==> config.mk <==
export PLATFORM = sky130hd
export DESIGN_NAME = seq_pattern_gen_flat
export DESIGN_NICKNAME = d
export VERILOG_FILES = /design/src/rtl/seq_pattern_gen_if.sv /design/src/rtl/seq_pattern_gen.sv /design/src/flat_wrapper.sv
export SDC_FILE = /design/constraint.sdc
export NUM_CORES = 1
export LEC_CHECK = 0
export BUFFER_PORTS_ARGS = -buffer_cell sky130_fd_sc_hd__clkbuf_2
export CAP_MARGIN = 20
export CELL_PAD_IN_SITES_DETAIL_PLACEMENT = 1
export CELL_PAD_IN_SITES_GLOBAL_PLACEMENT = 1
export CORE_MARGIN = 1.5
export CORE_UTILIZATION = 44
export CTS_CLUSTER_DIAMETER = 80
export DETAILED_ROUTE_END_ITERATION = 10
export PLACE_DENSITY_LB_ADDON = 0.1
export SLEW_MARGIN = 30
export SYNTH_ARGS = -nofsm -noshare
export SYNTH_HDL_FRONTEND = slang
export SYNTH_SLANG_ARGS = --single-unit
export TNS_END_PERCENT = 5
==> constraint.sdc <==
create_clock -name clk -period 2.15 [get_ports clk]
set_input_delay 0.3225 -clock clk [delete_from_list [all_inputs] [get_ports clk]]
set_output_delay 0.3225 -clock clk [all_outputs]
set_load 0.01 [all_outputs]
==> src/rtl/seq_pattern_gen_if.sv <==
// seq_pattern_gen_if: control/serial bundle for seq_pattern_gen; err_inject exists only with SEQ_GEN_ERR_INJ_EN
interface seq_pattern_gen_if #(
  parameter int PAT_W = 4,
  parameter int CNT_W = 8,
  parameter int GAP_W = 4
);
  logic             start;
  logic             abort;
  logic [PAT_W-1:0] pattern;
  logic [CNT_W-1:0] repeat_cnt;
  logic [GAP_W-1:0] gap_len;
  logic             overlap_mode;
  logic             bit_out;
  logic             bit_valid;
  logic             last_bit;
  logic             busy;
  logic             done;
`ifdef SEQ_GEN_ERR_INJ_EN
  logic             err_inject;
`endif

  modport master (
`ifdef SEQ_GEN_ERR_INJ_EN
    output err_inject,
`endif
    output start, abort, pattern, repeat_cnt, gap_len, overlap_mode,
    input  bit_out, bit_valid, last_bit, busy, done
  );

  modport slave (
`ifdef SEQ_GEN_ERR_INJ_EN
    input  err_inject,
`endif
    input  start, abort, pattern, repeat_cnt, gap_len, overlap_mode,
    output bit_out, bit_valid, last_bit, busy, done
  );
endinterface

==> src/rtl/seq_pattern_gen.sv <==
// seq_pattern_gen: serial MSB-first pattern transmitter with repeat, gap and overlap framing.
// Optional SEQ_GEN_ERR_INJ_EN adds err_inject to invert the next transmitted bit.
module seq_pattern_gen #(
  parameter int PAT_W = 4,
  parameter int CNT_W = 8,
  parameter int GAP_W = 4
) (
  input  logic             clk,
  input  logic             rst,
  seq_pattern_gen_if.slave io
);
  localparam int IDX_W = $clog2(PAT_W);

  typedef enum logic [1:0] {IDLE, SEND, GAP, FIN} state_t;

  state_t           state_q, state_d;
  logic [IDX_W-1:0] idx_q, idx_d;
  logic [CNT_W-1:0] rem_q, rem_d;
  logic [GAP_W-1:0] gcnt_q, gcnt_d, gap_q, gap_d;
  logic [PAT_W-1:0] pat_q, pat_d;
  logic             ovl_q, ovl_d;
  logic             bit_out_q, bit_out_d, bit_valid_q, bit_valid_d;
  logic             last_bit_q, last_bit_d, busy_q, busy_d, done_q, done_d;
  logic             emit, err, more, ovl_eff;

`ifdef SEQ_GEN_ERR_INJ_EN
  assign err = io.err_inject;
`else
  assign err = 1'b0;
`endif

  // overlap only holds when the boundary bit is shared; rem_q==0 means continuous
  assign ovl_eff = ovl_q && (pat_q[PAT_W-1] == pat_q[0]);
  assign more    = rem_q != CNT_W'(1);

  always_comb begin
    state_d = state_q;
    idx_d   = idx_q;
    rem_d   = rem_q;
    gcnt_d  = gcnt_q;
    gap_d   = gap_q;
    pat_d   = pat_q;
    ovl_d   = ovl_q;
    emit    = 1'b0;
    if (state_q != IDLE && io.abort) begin
      state_d = IDLE;
    end else begin
      case (state_q)
        IDLE: if (io.start && !io.abort) begin
          state_d = SEND;
          pat_d   = io.pattern;
          rem_d   = io.repeat_cnt;
          gap_d   = io.gap_len;
          ovl_d   = io.overlap_mode;
          idx_d   = IDX_W'(PAT_W - 1);
          emit    = 1'b1;
        end
        SEND: begin
          if (idx_q != '0) begin
            idx_d = idx_q - IDX_W'(1);
            emit  = 1'b1;
          end else if (!more) begin
            state_d = FIN;
          end else begin
            rem_d = (rem_q == '0) ? rem_q : rem_q - CNT_W'(1);
            if (ovl_eff) begin
              idx_d = IDX_W'(PAT_W - 2);
              emit  = 1'b1;
            end else if (!ovl_q && gap_q != '0) begin
              state_d = GAP;
              gcnt_d  = gap_q - GAP_W'(1);
            end else begin
              idx_d = IDX_W'(PAT_W - 1);
              emit  = 1'b1;
            end
          end
        end
        GAP: if (gcnt_q == '0) begin
          state_d = SEND;
          idx_d   = IDX_W'(PAT_W - 1);
          emit    = 1'b1;
        end else begin
          gcnt_d = gcnt_q - GAP_W'(1);
        end
        default: state_d = IDLE;
      endcase
    end
    bit_valid_d = emit;
    bit_out_d   = emit && (pat_d[idx_d] ^ err);
    last_bit_d  = emit && (idx_d == '0);
    busy_d      = (state_d == SEND) || (state_d == GAP);
    done_d      = state_d == FIN;
  end

  always_ff @(posedge clk or posedge rst) begin
    if (rst) begin
      state_q     <= IDLE;
      idx_q       <= '0;
      rem_q       <= '0;
      gcnt_q      <= '0;
      gap_q       <= '0;
      pat_q       <= '0;
      ovl_q       <= 1'b0;
      bit_out_q   <= 1'b0;
      bit_valid_q <= 1'b0;
      last_bit_q  <= 1'b0;
      busy_q      <= 1'b0;
      done_q      <= 1'b0;
    end else begin
      state_q     <= state_d;
      idx_q       <= idx_d;
      rem_q       <= rem_d;
      gcnt_q      <= gcnt_d;
      gap_q       <= gap_d;
      pat_q       <= pat_d;
      ovl_q       <= ovl_d;
      bit_out_q   <= bit_out_d;
      bit_valid_q <= bit_valid_d;
      last_bit_q  <= last_bit_d;
      busy_q      <= busy_d;
      done_q      <= done_d;
    end
  end

  assign io.bit_out   = bit_out_q;
  assign io.bit_valid = bit_valid_q;
  assign io.last_bit  = last_bit_q;
  assign io.busy      = busy_q;
  assign io.done      = done_q;
endmodule

==> src/flat_wrapper.sv <==
// flat-port wrapper written by rule: the top's interface ports become plain ports
module seq_pattern_gen_flat 
#(
  parameter int PAT_W = 4,
  parameter int CNT_W = 8,
  parameter int GAP_W = 4
)
  (clk, rst, io_start, io_abort, io_pattern, io_repeat_cnt, io_gap_len, io_overlap_mode, io_bit_out, io_bit_valid, io_last_bit, io_busy, io_done);
  seq_pattern_gen_if #(.PAT_W(PAT_W), .CNT_W(CNT_W), .GAP_W(GAP_W)) io_i ();
  input  logic clk;
  input  logic rst;
  input wire logic [$bits(io_i.start)-1:0] io_start;
  input wire logic [$bits(io_i.abort)-1:0] io_abort;
  input wire logic [$bits(io_i.pattern)-1:0] io_pattern;
  input wire logic [$bits(io_i.repeat_cnt)-1:0] io_repeat_cnt;
  input wire logic [$bits(io_i.gap_len)-1:0] io_gap_len;
  input wire logic [$bits(io_i.overlap_mode)-1:0] io_overlap_mode;
  output wire logic [$bits(io_i.bit_out)-1:0] io_bit_out;
  output wire logic [$bits(io_i.bit_valid)-1:0] io_bit_valid;
  output wire logic [$bits(io_i.last_bit)-1:0] io_last_bit;
  output wire logic [$bits(io_i.busy)-1:0] io_busy;
  output wire logic [$bits(io_i.done)-1:0] io_done;
  assign io_i.start = io_start;
  assign io_i.abort = io_abort;
  assign io_i.pattern = io_pattern;
  assign io_i.repeat_cnt = io_repeat_cnt;
  assign io_i.gap_len = io_gap_len;
  assign io_i.overlap_mode = io_overlap_mode;
  assign io_bit_out = io_i.bit_out;
  assign io_bit_valid = io_i.bit_valid;
  assign io_last_bit = io_i.last_bit;
  assign io_busy = io_i.busy;
  assign io_done = io_i.done;
  seq_pattern_gen #(.PAT_W(PAT_W), .CNT_W(CNT_W), .GAP_W(GAP_W)) u_core (.clk(clk), .rst(rst), .io(io_i));
endmodule
Word level (Yosys, flattened, before mapping)

Index checks and enable logic that the tools add are counted.

Equal/unequal tests: 14
Order comparisons: 1
Reductions and logical operators: 21
Mux-type cells: 40
Add/sub/neg operators: 4
Bitwise gates (word level): 1

Operators by type and width:

| operator              | count |
|---|---|
| $mux W4               | 8 |
| $mux W8               | 4 |
| $mux W2               | 14 |
| $pmux W8 S2           | 1 |
| $pmux W2 S3           | 2 |
| $logic_not A8 Y1      | 1 |
| $mux W1               | 8 |
| $ne A2 B2 Y1 const B  | 4 |
| $ne A8 B1 Y1 const B  | 1 |
| $pmux W4 S2           | 1 |
| $reduce_bool A2 Y1    | 4 |
| $sub A4 B1 Y4 const B | 2 |
| $sub A8 B1 Y8 const B | 1 |
| $reduce_and A7 Y1     | 1 |
| $eq A2 B2 Y1 const B  | 3 |
| $logic_and A1 B1 Y1   | 6 |
| $ne A2 B1 Y1 const B  | 3 |
| $reduce_and A6 Y1     | 1 |
| $eq A2 B1 Y1 const B  | 2 |
| $logic_not A2 Y1      | 2 |
| $logic_not A4 Y1      | 1 |
| $reduce_bool A4 Y1    | 1 |
| $lt A2 B3 Y1 const B  | 1 |
| $pmux W1 S3           | 1 |
| 7 further kinds       | 8 |

Logic and storage cells: 93
Bits of input ports: 21
Bits in registers: 30
Output and inout bits: 5

Longest topological paths before layout

Gate-level depths: netlist (run 1).

Depth in word-level cells: 11
Mapped depth: 8
Mapped depth without buffers: 7

Worst setup path before layout (run 1)

Ideal clock, no wire load.

Kind: register to register
From: reg u_core.state_q[1]
To: reg u_core.gcnt_q[0]
Slack: 234 ps
Library setup time: 125 ps
Required time: 2025 ps
Arrival: 1791 ps
Stages on the path, launching flop included: 6
Period minus slack after synthesis: 1916 ps
Path buffers: 0
Path through: dfrtp_1 -> or4b_4 -> nand2b_4 -> a2111oi_4 -> nor2_2 -> mux2_4

Word-level cells in the longest chain between the ends: 4
Elaborated cells between the ends (all ways): 13
Classes of those cells: eq/ne: 7; mux: 1; bitwise: 1; reduce/logical: 4

Ends and longest elaborated chain:

| element                                                   | RTL line               | RTL |
|---|---|---|
| from (decl)                                               | seq_pattern_gen.sv:16  | `state_t state_q, state_d;` |
| from (signal assigned)                                    | seq_pattern_gen.sv:110 | `state_q <= state_d;` |
| branches (longest 4 deep; another with $reduce_and A7 Y1) | n/a                    |  |
| to (signal assigned)                                      | seq_pattern_gen.sv:113 | `gcnt_q <= gcnt_d;` |
| to (decl)                                                 | seq_pattern_gen.sv:19  | `logic [GAP_W-1:0] gcnt_q, gcnt_d, gap_q, gap_d;` |

Parallel ways; which one is timed is not known.
A chain may end at the register's enable or synchronous reset.

Worst setup path after layout (run 1)

Same ends and word-level chain as after synthesis.

==> flow_summary.ini, run 1 <==
[routing]
drt_iter0_markers = 58
ant_nets = 0
wl_per_cell_um = 18.71
dr.pass1.iters = 4
via_per_inst = 5.814
drc = 0
num_vias = 1564
routed_wl_um = 5033

[cells_and_area]
area_growth_pct = 23.70
diodes = 0
fin_util_pct = 58.53
fin_cells = 269
final_nets = 246
drive_above_1_share_pct = 37.10

[logic_synthesis]
yosysWarningCount = 0
yosysSeqAreaShare_pct = 42.08
postSynthAreaPerCell_um2 = 10.02
ys_async_sr_fraction_pct = 100.0
syn-cell-area_mm2 = 0.001784
syn_nets = 204
ys_ff_latch = 30
ys.flop_type = dfrtp_1
synthTopCellsByCount = dfrtp_1, nor2_1, a21oi_1
synth_edf_count = 0
synth_top_area_cell = dfrtp_1
synth.most_common_cell = dfrtp_1
syn_inst = 178
ys_types = 56
synth.area.top_cells = dfrtp_1, mux2_2, nor2_1
synth_top_area_share_pct = 42.08

[worst_setup_path]
crit_slowest_cell = or4b_4
path_max_fanout = 4
worstSetupPathType = flip-flop to flip-flop
cp-end-kind = flip-flop
required_ns = 2.32
r2r_setup_slack_ns = 0.02
arrival_ns = 2.30
start_kind = flip-flop
worstPathCellList = or4b_4 > nand2b_4 > a2111oi_4 > nor2_2 > mux2_4
max_stage_delay_ns = 0.54

[floorplan]
die-width_um = 66.68
die-height_um = 66.68
core_mm2 = 0.003771
rows = 22
io_pins = 26
initial_core_util_pct = 47.31
dieArea_mm2 = 0.004446

[sta]
finalHoldViolCount = 0
finClkSkew_ns = 0.007769
rsz0062_at_grt = true
setup_tns_ns = 0
slew_violations = 0
worst_pin_slew_ns = 0.5239
setup_violations = 0
slew_headroom_pct = 64.80
fin_crit_sh_pct = 99.16
fmax_mhz = 469.0
finalCriticalPeriod_ns = 2.132

[cts]
cts_buffers = 5
insertion_delay_ns = 0.29
root_buffer = clkbuf_8
htreeDepth = 2
clock_path_buffers = 2
cts_tree = done
cts.reportedPaths.clkPinSlew_ns = 0.07
cts_sinks = 30

[grt]
groute.layer.met1.usage_pct = 30.17
use_met2_pct = 37.63
met3_usage_pct = 5.574
gr-max-usage-layer = met2
grt_max_degree = 31
grt_pass1_wl_um = 7472
first_global_vias = 1541
antenna_found_initial = 0
overflow = 0
grt_use_total_pct = 22.92

[placement]
dp.cells = 254
gp_congestion = 0.8519
port_buffers = 25
dp_hpwl_um = 3379

[power_and_ir_drop]
leakagePower_nw = 1.003
p_per_area_mw_per_mm2 = 1515
vdd_ir_drop_max_mv = 0.8701

[min_path]
hp-class = input port to asynchronous set/reset pin

[outcome]
status = completed

[job]
drv_cap = 0
==> layout make-up <==
cell class | instances | area [µm²]
Timing Repair Buffer | 42 | 256.5
Multi-Input combinational cell | 135 | 1018
Fill cell | 428 | 1564
Tap cell | 48 | 60.06
Inverter | 6 | 22.52
Sequential cell | 30 | 754.5
Clock buffer | 6 | 82.58
Clock inverter | 2 | 12.51
==> logic make-up (layout without fill, tap and decap cells) <==
kind of cell	after synthesis	in the layout	share of synthesized area, %
compound gates	52	52	20.13
xor+xnor	1	1	0.4910
fa+ha+maj	6	6	4.067
buf+inv	13	56	3.296
flops	30	30	42.08
mux	16	16	9.888
simple gates	60	60	20.06
==> final timing paths <==
| kind | startpoint | endpoint | cells after the start |
|---|---|---|---|
| max | u_core.state_q[1]$_DFF_PP0_ | u_core.gcnt_q[0]$_DFFE_PP0P_ | 5 |
| min | rst | u_core.io.done$_DFF_PP0_ | 3 |
| max reg2reg | u_core.state_q[1]$_DFF_PP0_ | u_core.gcnt_q[0]$_DFFE_PP0P_ | 5 |
| min reg2reg | u_core.pat_q[1]$_DFF_PP0_ | u_core.pat_q[1]$_DFF_PP0_ | 1 |
| max in group asynchronous | rst | u_core.idx_q[0]$_DFF_PP0_ | 3 |
| min in group clk | io_gap_len[3] | u_core.gap_q[3]$_DFFE_PP0P_ | 2 |
==> state kept, by name, indices dropped and copies added (netlist names) <==
name / count
u_core.gcnt_q: 4
u_core.idx_q: 2
u_core.io.bit_out: 1
u_core.io.done: 1
u_core.io.last_bit: 1
u_core.state_q: 2
u_core.gap_q: 4
u_core.io.busy: 1
u_core.ovl_q: 1
u_core.pat_q: 4
u_core.rem_q: 8
u_core.io.bit_valid: 1
==> worst max-delay path: cells and delay by family (launching register included) <==
kind	cells	cell delay, ns
compound gates	1	0.45
mux	1	0.31
simple gates	3	0.83
flops	1	0.42
==> stage by stage <==
stage	hold WS, ns	cell area, µm²	total power, mW	setup WS [ns]
after floorplan	0.4133	1784	2.156	0.2345
after global placement	0.3987	2008	2.520	0.1079
after detailed placement	0.4090	2008	2.628	-0.01169
after CTS	0.09852	2103	3.137	0.02537
after global routing	0.1186	2207	3.578	-0.04668
final	0.07883	2207	3.343	0.01801
==> where the power goes <==
part           switching [mW]  leakage, nW  internal [mW]
clock                   0.222       0.0472          0.257
combinational           0.943        0.598          0.776
sequential              0.312        0.358          0.834
==> cells in the final DEF, fill, tap and decap left out, types with 2 or more instances in the layout <==
master and instances:
mux2i_1 5, o2bb2ai_2 2, nor4_2 2, or3_1 3, o221ai_1 2, mux2_2 9, nor2_1 20, buf_4 16
a311oi_2 2, nand2b_1 2, o21ai_0 7, a31oi_1 5, or2_2 2, clkbuf_8 6, clkbuf_2 25, ha_1 5
nand2_1 7, dfrtp_1 27, a21oi_1 14, o21bai_1 3, o22ai_1 3, nor3b_1 3, nand3_1 2, dfrtp_2 3
inv_1 6, o21ai_1 3, nor3_1 3
==> per-layer routing <==
metal / routed length (µm) / share of wire, %
met2: 2502 / 50
met4: 39 / 0.77
met1: 2305 / 46
met5: 0 / 0
met3: 186 / 3.7
==> what timing repair did <==
item | 4_1_cts | 5_1_grt
hold endpoints to repair | 0 | 0
hold buffers | 0 | 0
endpoints found under the setup margin | 0 | 9
setup buffers | 0 | 7
gates resized for setup | 0 | 11
No activity file was read; power rests on OpenSTA's default activity.
==> inputs of run 2 (changes only) <==
- CORE_UTILIZATION: 44 -> 47
- SLEW_MARGIN: 30 -> default
- clock period: 2.15 -> 2.61 ns (I/O delays scaled with it)
==> flow_summary.ini, run 2 (synthesized netlist as in run 1, its figures left out) <==
[grt]
grt_use_total_pct = 23.14
overflow = 0
grt_pass1_wl_um = 7438
grt_max_degree = 31
first_global_vias = 1586
antenna_found_initial = 0

[cts]
root_buffer = clkbuf_8
hold_buffers = 0
clock_path_buffers = 2
cts_sinks = 30
insertion_delay_ns = 0.28
cts_buffers = 5
cts_resized = 0
htreeDepth = 2
cts_tree = done
cts_setup_buffers = 0
cts.reportedPaths.clkPinSlew_ns = 0.06

[sta]
finClkSkew_ns = 0.005435
setup_violations = 0
fmax_mhz = 463.7
finalHoldViolCount = 0
setup_tns_ns = 0
slew_violations = 0
worst_pin_slew_ns = 0.8235
rsz0062_at_grt = false
whs_ns = 0.1535
fin_crit_sh_pct = 82.62
slew_headroom_pct = 45.10
finalCriticalPeriod_ns = 2.156

[cells_and_area]
diodes = 0
final_nets = 233
final_cell_mix = dfrtp_1, clkbuf_2, nor2_1
area_growth_pct = 14.45
largest-register = u_core.rem_q
drive_above_1_share_pct = 28.50
fin_util_pct = 55.78
largest_reg_flops = 8
final_common_cell = dfrtp_1

[floorplan]
dieArea_mm2 = 0.004175
rows = 22
initial_core_util_pct = 48.74
die-height_um = 64.62
core_mm2 = 0.003661
io_pins = 26
die-width_um = 64.62

[min_path]
hp-class = input port to asynchronous set/reset pin

[routing]
dr.pass1.iters = 4
drt_iter0_markers = 51
via_per_inst = 5.804
drc = 0
ant_nets = 0
routed_wl_um = 4275
num_vias = 1480
wl_per_cell_um = 16.76

[worst_setup_path]
worstSetupPathType = flip-flop to flip-flop
start_kind = flip-flop
arrival_ns = 2.32
cp-end-kind = flip-flop
required_ns = 2.77
path_max_fanout = 9
r2r_setup_slack_ns = 0.45

[placement]
port_buffers = 25
dp_hpwl_um = 3228
gp_congestion = 0.8682

[power_and_ir_drop]
leakagePower_nw = 0.9306
p_per_area_mw_per_mm2 = 1201
power_mw = 2.452
vdd_ir_drop_max_mv = 0.5184

[outcome]
status = completed

[job]
drv_cap = 0
## run 2: layer usage
| layer | track usage (%) | part of all wire (%) | up-vias | wire [µm] |
|---|---|---|---|---|
| met5 | 0 | 0 | - | 0 |
| met4 | 9.309 | 1.3 | 0 | 55 |
| met3 | 6.076 | 2.8 | 6 | 120 |
| met2 | 35.68 | 47 | 22 | 2012 |
| met1 | 31.12 | 49 | 735 | 2086 |
| li1 | - | - | 717 | - |
## run 2: where the power goes
part / switching (mW) / internal, mW
sequential: 0.259 / 0.683
combinational: 0.644 / 0.517
clock: 0.171 / 0.178
total: 1.07 / 1.38
## run 2: worst max-delay path, cell delays in order (launching register included)
cell	delay, ns
dfrtp_1	0.49
nor4b_2	0.55
buf_4	0.27
mux2_2	0.36
o21bai_1	0.16
mux2i_1	0.14
o22ai_1	0.09
## run 2: area by class of cell
class | instances | area (µm²)
clock buffer | 5 | 68.82
clock inverter | 2 | 10.01
fill | 431 | 1619
inverter | 6 | 22.52
multi-input combinational | 135 | 974.7
sequential | 30 | 750.7
tap | 48 | 60.06
timing repair buffer | 29 | 155.1
## run 2: stage by stage
stage	area, µm²	setup slack (ns)	instances
after global routing	2042	0.2608	255
after CTS	2042	0.4629	255
after detailed placement	1963	0.4016	248
final	2042	0.4535	255
after global placement	1963	0.4526	248
after floorplan	1784	0.6945	178
## run 2: final timing paths
| check | cells after the start | from | end |
|---|---|---|---|
| min in group clk | 2 | io_gap_len[1] | u_core.gap_q[1]$_DFFE_PP0P_ |
| hold reg to reg | 1 | u_core.pat_q[1]$_DFF_PP0_ | u_core.pat_q[1]$_DFF_PP0_ |
| max in group asynchronous | 3 | rst | u_core.io.last_bit$_DFF_PP0_ |
| hold / removal | 3 | rst | u_core.gcnt_q[2]$_DFFE_PP0P_ |
| setup / recovery | 6 | u_core.state_q[1]$_DFF_PP0_ | u_core.io.bit_out$_DFF_PP0_ |
| setup reg to reg | 6 | u_core.state_q[1]$_DFF_PP0_ | u_core.io.bit_out$_DFF_PP0_ |
==> inputs of run 3 (changes only) <==
- CORE_UTILIZATION: 47 -> 39
- clock period: 2.61 -> 1.78 ns (I/O delays scaled with it)
==> flow_summary.ini, run 3 (synthesized netlist as in run 1, its figures left out) <==
[placement]
port_buffers = 25
pre_cts_slack_ns = -0.3263
dp_hpwl_um = 4312
gp_congestion = 0.8326
dp.cells = 305

[cells_and_area]
drive_above_1_share_pct = 52.27
fillers = 521
final_common_cell = buf_4
multi_input_area_mm2 = 0.001096
largest-register = u_core.rem_q
area_growth_pct = 47.34
diodes = 0
final_cell_mix = buf_4, dfrtp_1, clkbuf_2
final_nets = 289
fin_cells = 316
regArea_um2 = 753.2
largest_reg_flops = 8

[sta]
finClkSkew_ns = 0.005678
setup_slack_ns = -0.1316
slew_violations = 0
rsz0062_at_grt = true
whs_ns = 0.03229
slew_headroom_pct = 72.73
worst_pin_slew_ns = 0.4038
finalHoldViolCount = 0
fmax_mhz = 523.1
finalCriticalPeriod_ns = 1.912
fin_crit_sh_pct = 107.4
setup_tns_ns = -1.127
setup_violations = 14

[worst_setup_path]
arrival_ns = 2.08
path_max_fanout = 4
start_kind = flip-flop
worstSetupPathType = flip-flop to flip-flop
required_ns = 1.95
cp-end-kind = flip-flop

[routing]
ant_nets = 0
dr.pass1.iters = 4
drt_iter0_markers = 41
drc = 0
routed_wl_um = 5660
num_vias = 1759
wl_per_cell_um = 17.91
via_per_inst = 5.566

[grt]
grt_max_degree = 31
first_global_vias = 1955
grt_pass1_wl_um = 9425
antenna_found_initial = 0
grt_use_total_pct = 24.07
overflow = 0

[floorplan]
dieArea_mm2 = 0.004990
die-width_um = 70.64
io_pins = 26
rows = 24
core_mm2 = 0.004384
die-height_um = 70.64
initial_core_util_pct = 40.70

[outcome]
status = finished with violations
violations = negative setup slack

[power_and_ir_drop]
vdd_ir_drop_max_mv = 0.9096
power_mw = 4.930
leakagePower_nw = 1.238
p_per_area_mw_per_mm2 = 1875

[cts]
htreeDepth = 2
cts.reportedPaths.clkPinSlew_ns = 0.07
cts_sinks = 30
cts_buffers = 5
root_buffer = clkbuf_8
clock_path_buffers = 2
hold_buffers = 0
cts_tree = done
insertion_delay_ns = 0.28

[min_path]
hp-class = input port to asynchronous set/reset pin

[job]
drv_cap = 0
-- run 3: changes by cell type in the layout (fill, tap and decap cells not counted), moves of 3 or more --
cell / before / now
buf_4: 4 / 58
o21ai_0: 7 / 4
a21oi_1: 14 / 10
a21oi_2: 0 / 4
-- run 3: layout make-up --
| type | count | share of cell area (%) |
|---|---|---|
| clock inverters | 3 | 1.523 |
| inverters | 6 | 0.8567 |
| repair buffers | 85 | 22.18 |
| multi-input cells | 135 | 41.69 |
| flip-flops and latches | 30 | 28.65 |
| well taps | 52 | 2.475 |
| clock buffers | 5 | 2.618 |
-- run 3: layer usage --
metal / global-route usage (%) / wire length, µm
met3: 4.274 / 173
met2: 41.93 / 2921
met1: 30.36 / 2455
met4: 7.966 / 110
met5: 0 / 0
-- run 3: path summary, 6_finish.rpt --
kind                       slack [ns]                        start                      endpoint  depth (start not counted)
setup / recovery                -0.13  u_core.state_q[1]$_DFF_PP0_  u_core.gcnt_q[3]$_DFFE_PP0P_                          6
hold / removal                   0.03                          rst      u_core.io.done$_DFF_PP0_                          3
setup reg to reg                -0.13  u_core.state_q[1]$_DFF_PP0_  u_core.gcnt_q[3]$_DFFE_PP0P_                          6
hold reg to reg                  0.51    u_core.pat_q[1]$_DFF_PP0_     u_core.pat_q[1]$_DFF_PP0_                          1
max in group asynchronous        1.43                          rst   u_core.state_q[1]$_DFF_PP0_                          3
min in group clk                 0.21                io_gap_len[3]   u_core.gap_q[3]$_DFFE_PP0P_                          2
-- run 3: critical path, cell delays in order (launching register included) --
cell,delay (ns)
dfrtp_2,0.44
or4b_4,0.50
nand2b_4,0.17
a2111oi_4,0.27
buf_4,0.20
o221ai_2,0.09
o2bb2ai_1,0.13
-- run 3: stage by stage --
| stage | cell area (µm²) | utilization [%] |
|---|---|---|
| after floorplan | 1784 | - |
| after global placement | 2366 | 53.97 |
| after detailed placement | 2366 | 53.97 |
| after CTS | 2601 | 59.33 |
| after global routing | 2629 | 59.96 |
| final | 2629 | 59.96 |
-- run 3: repair_timing --
action	CTS	global route
endpoints found under the setup margin	20	17
resized for setup	23	11
setup buffers	3	0
pin swaps	10	3
-- run 3: power breakdown --
group	switching (mW)	total (mW)	internal, mW
sequential	0.274	1.28	1.01
combinational	1.46	2.97	1.50
clock	0.273	0.685	0.412
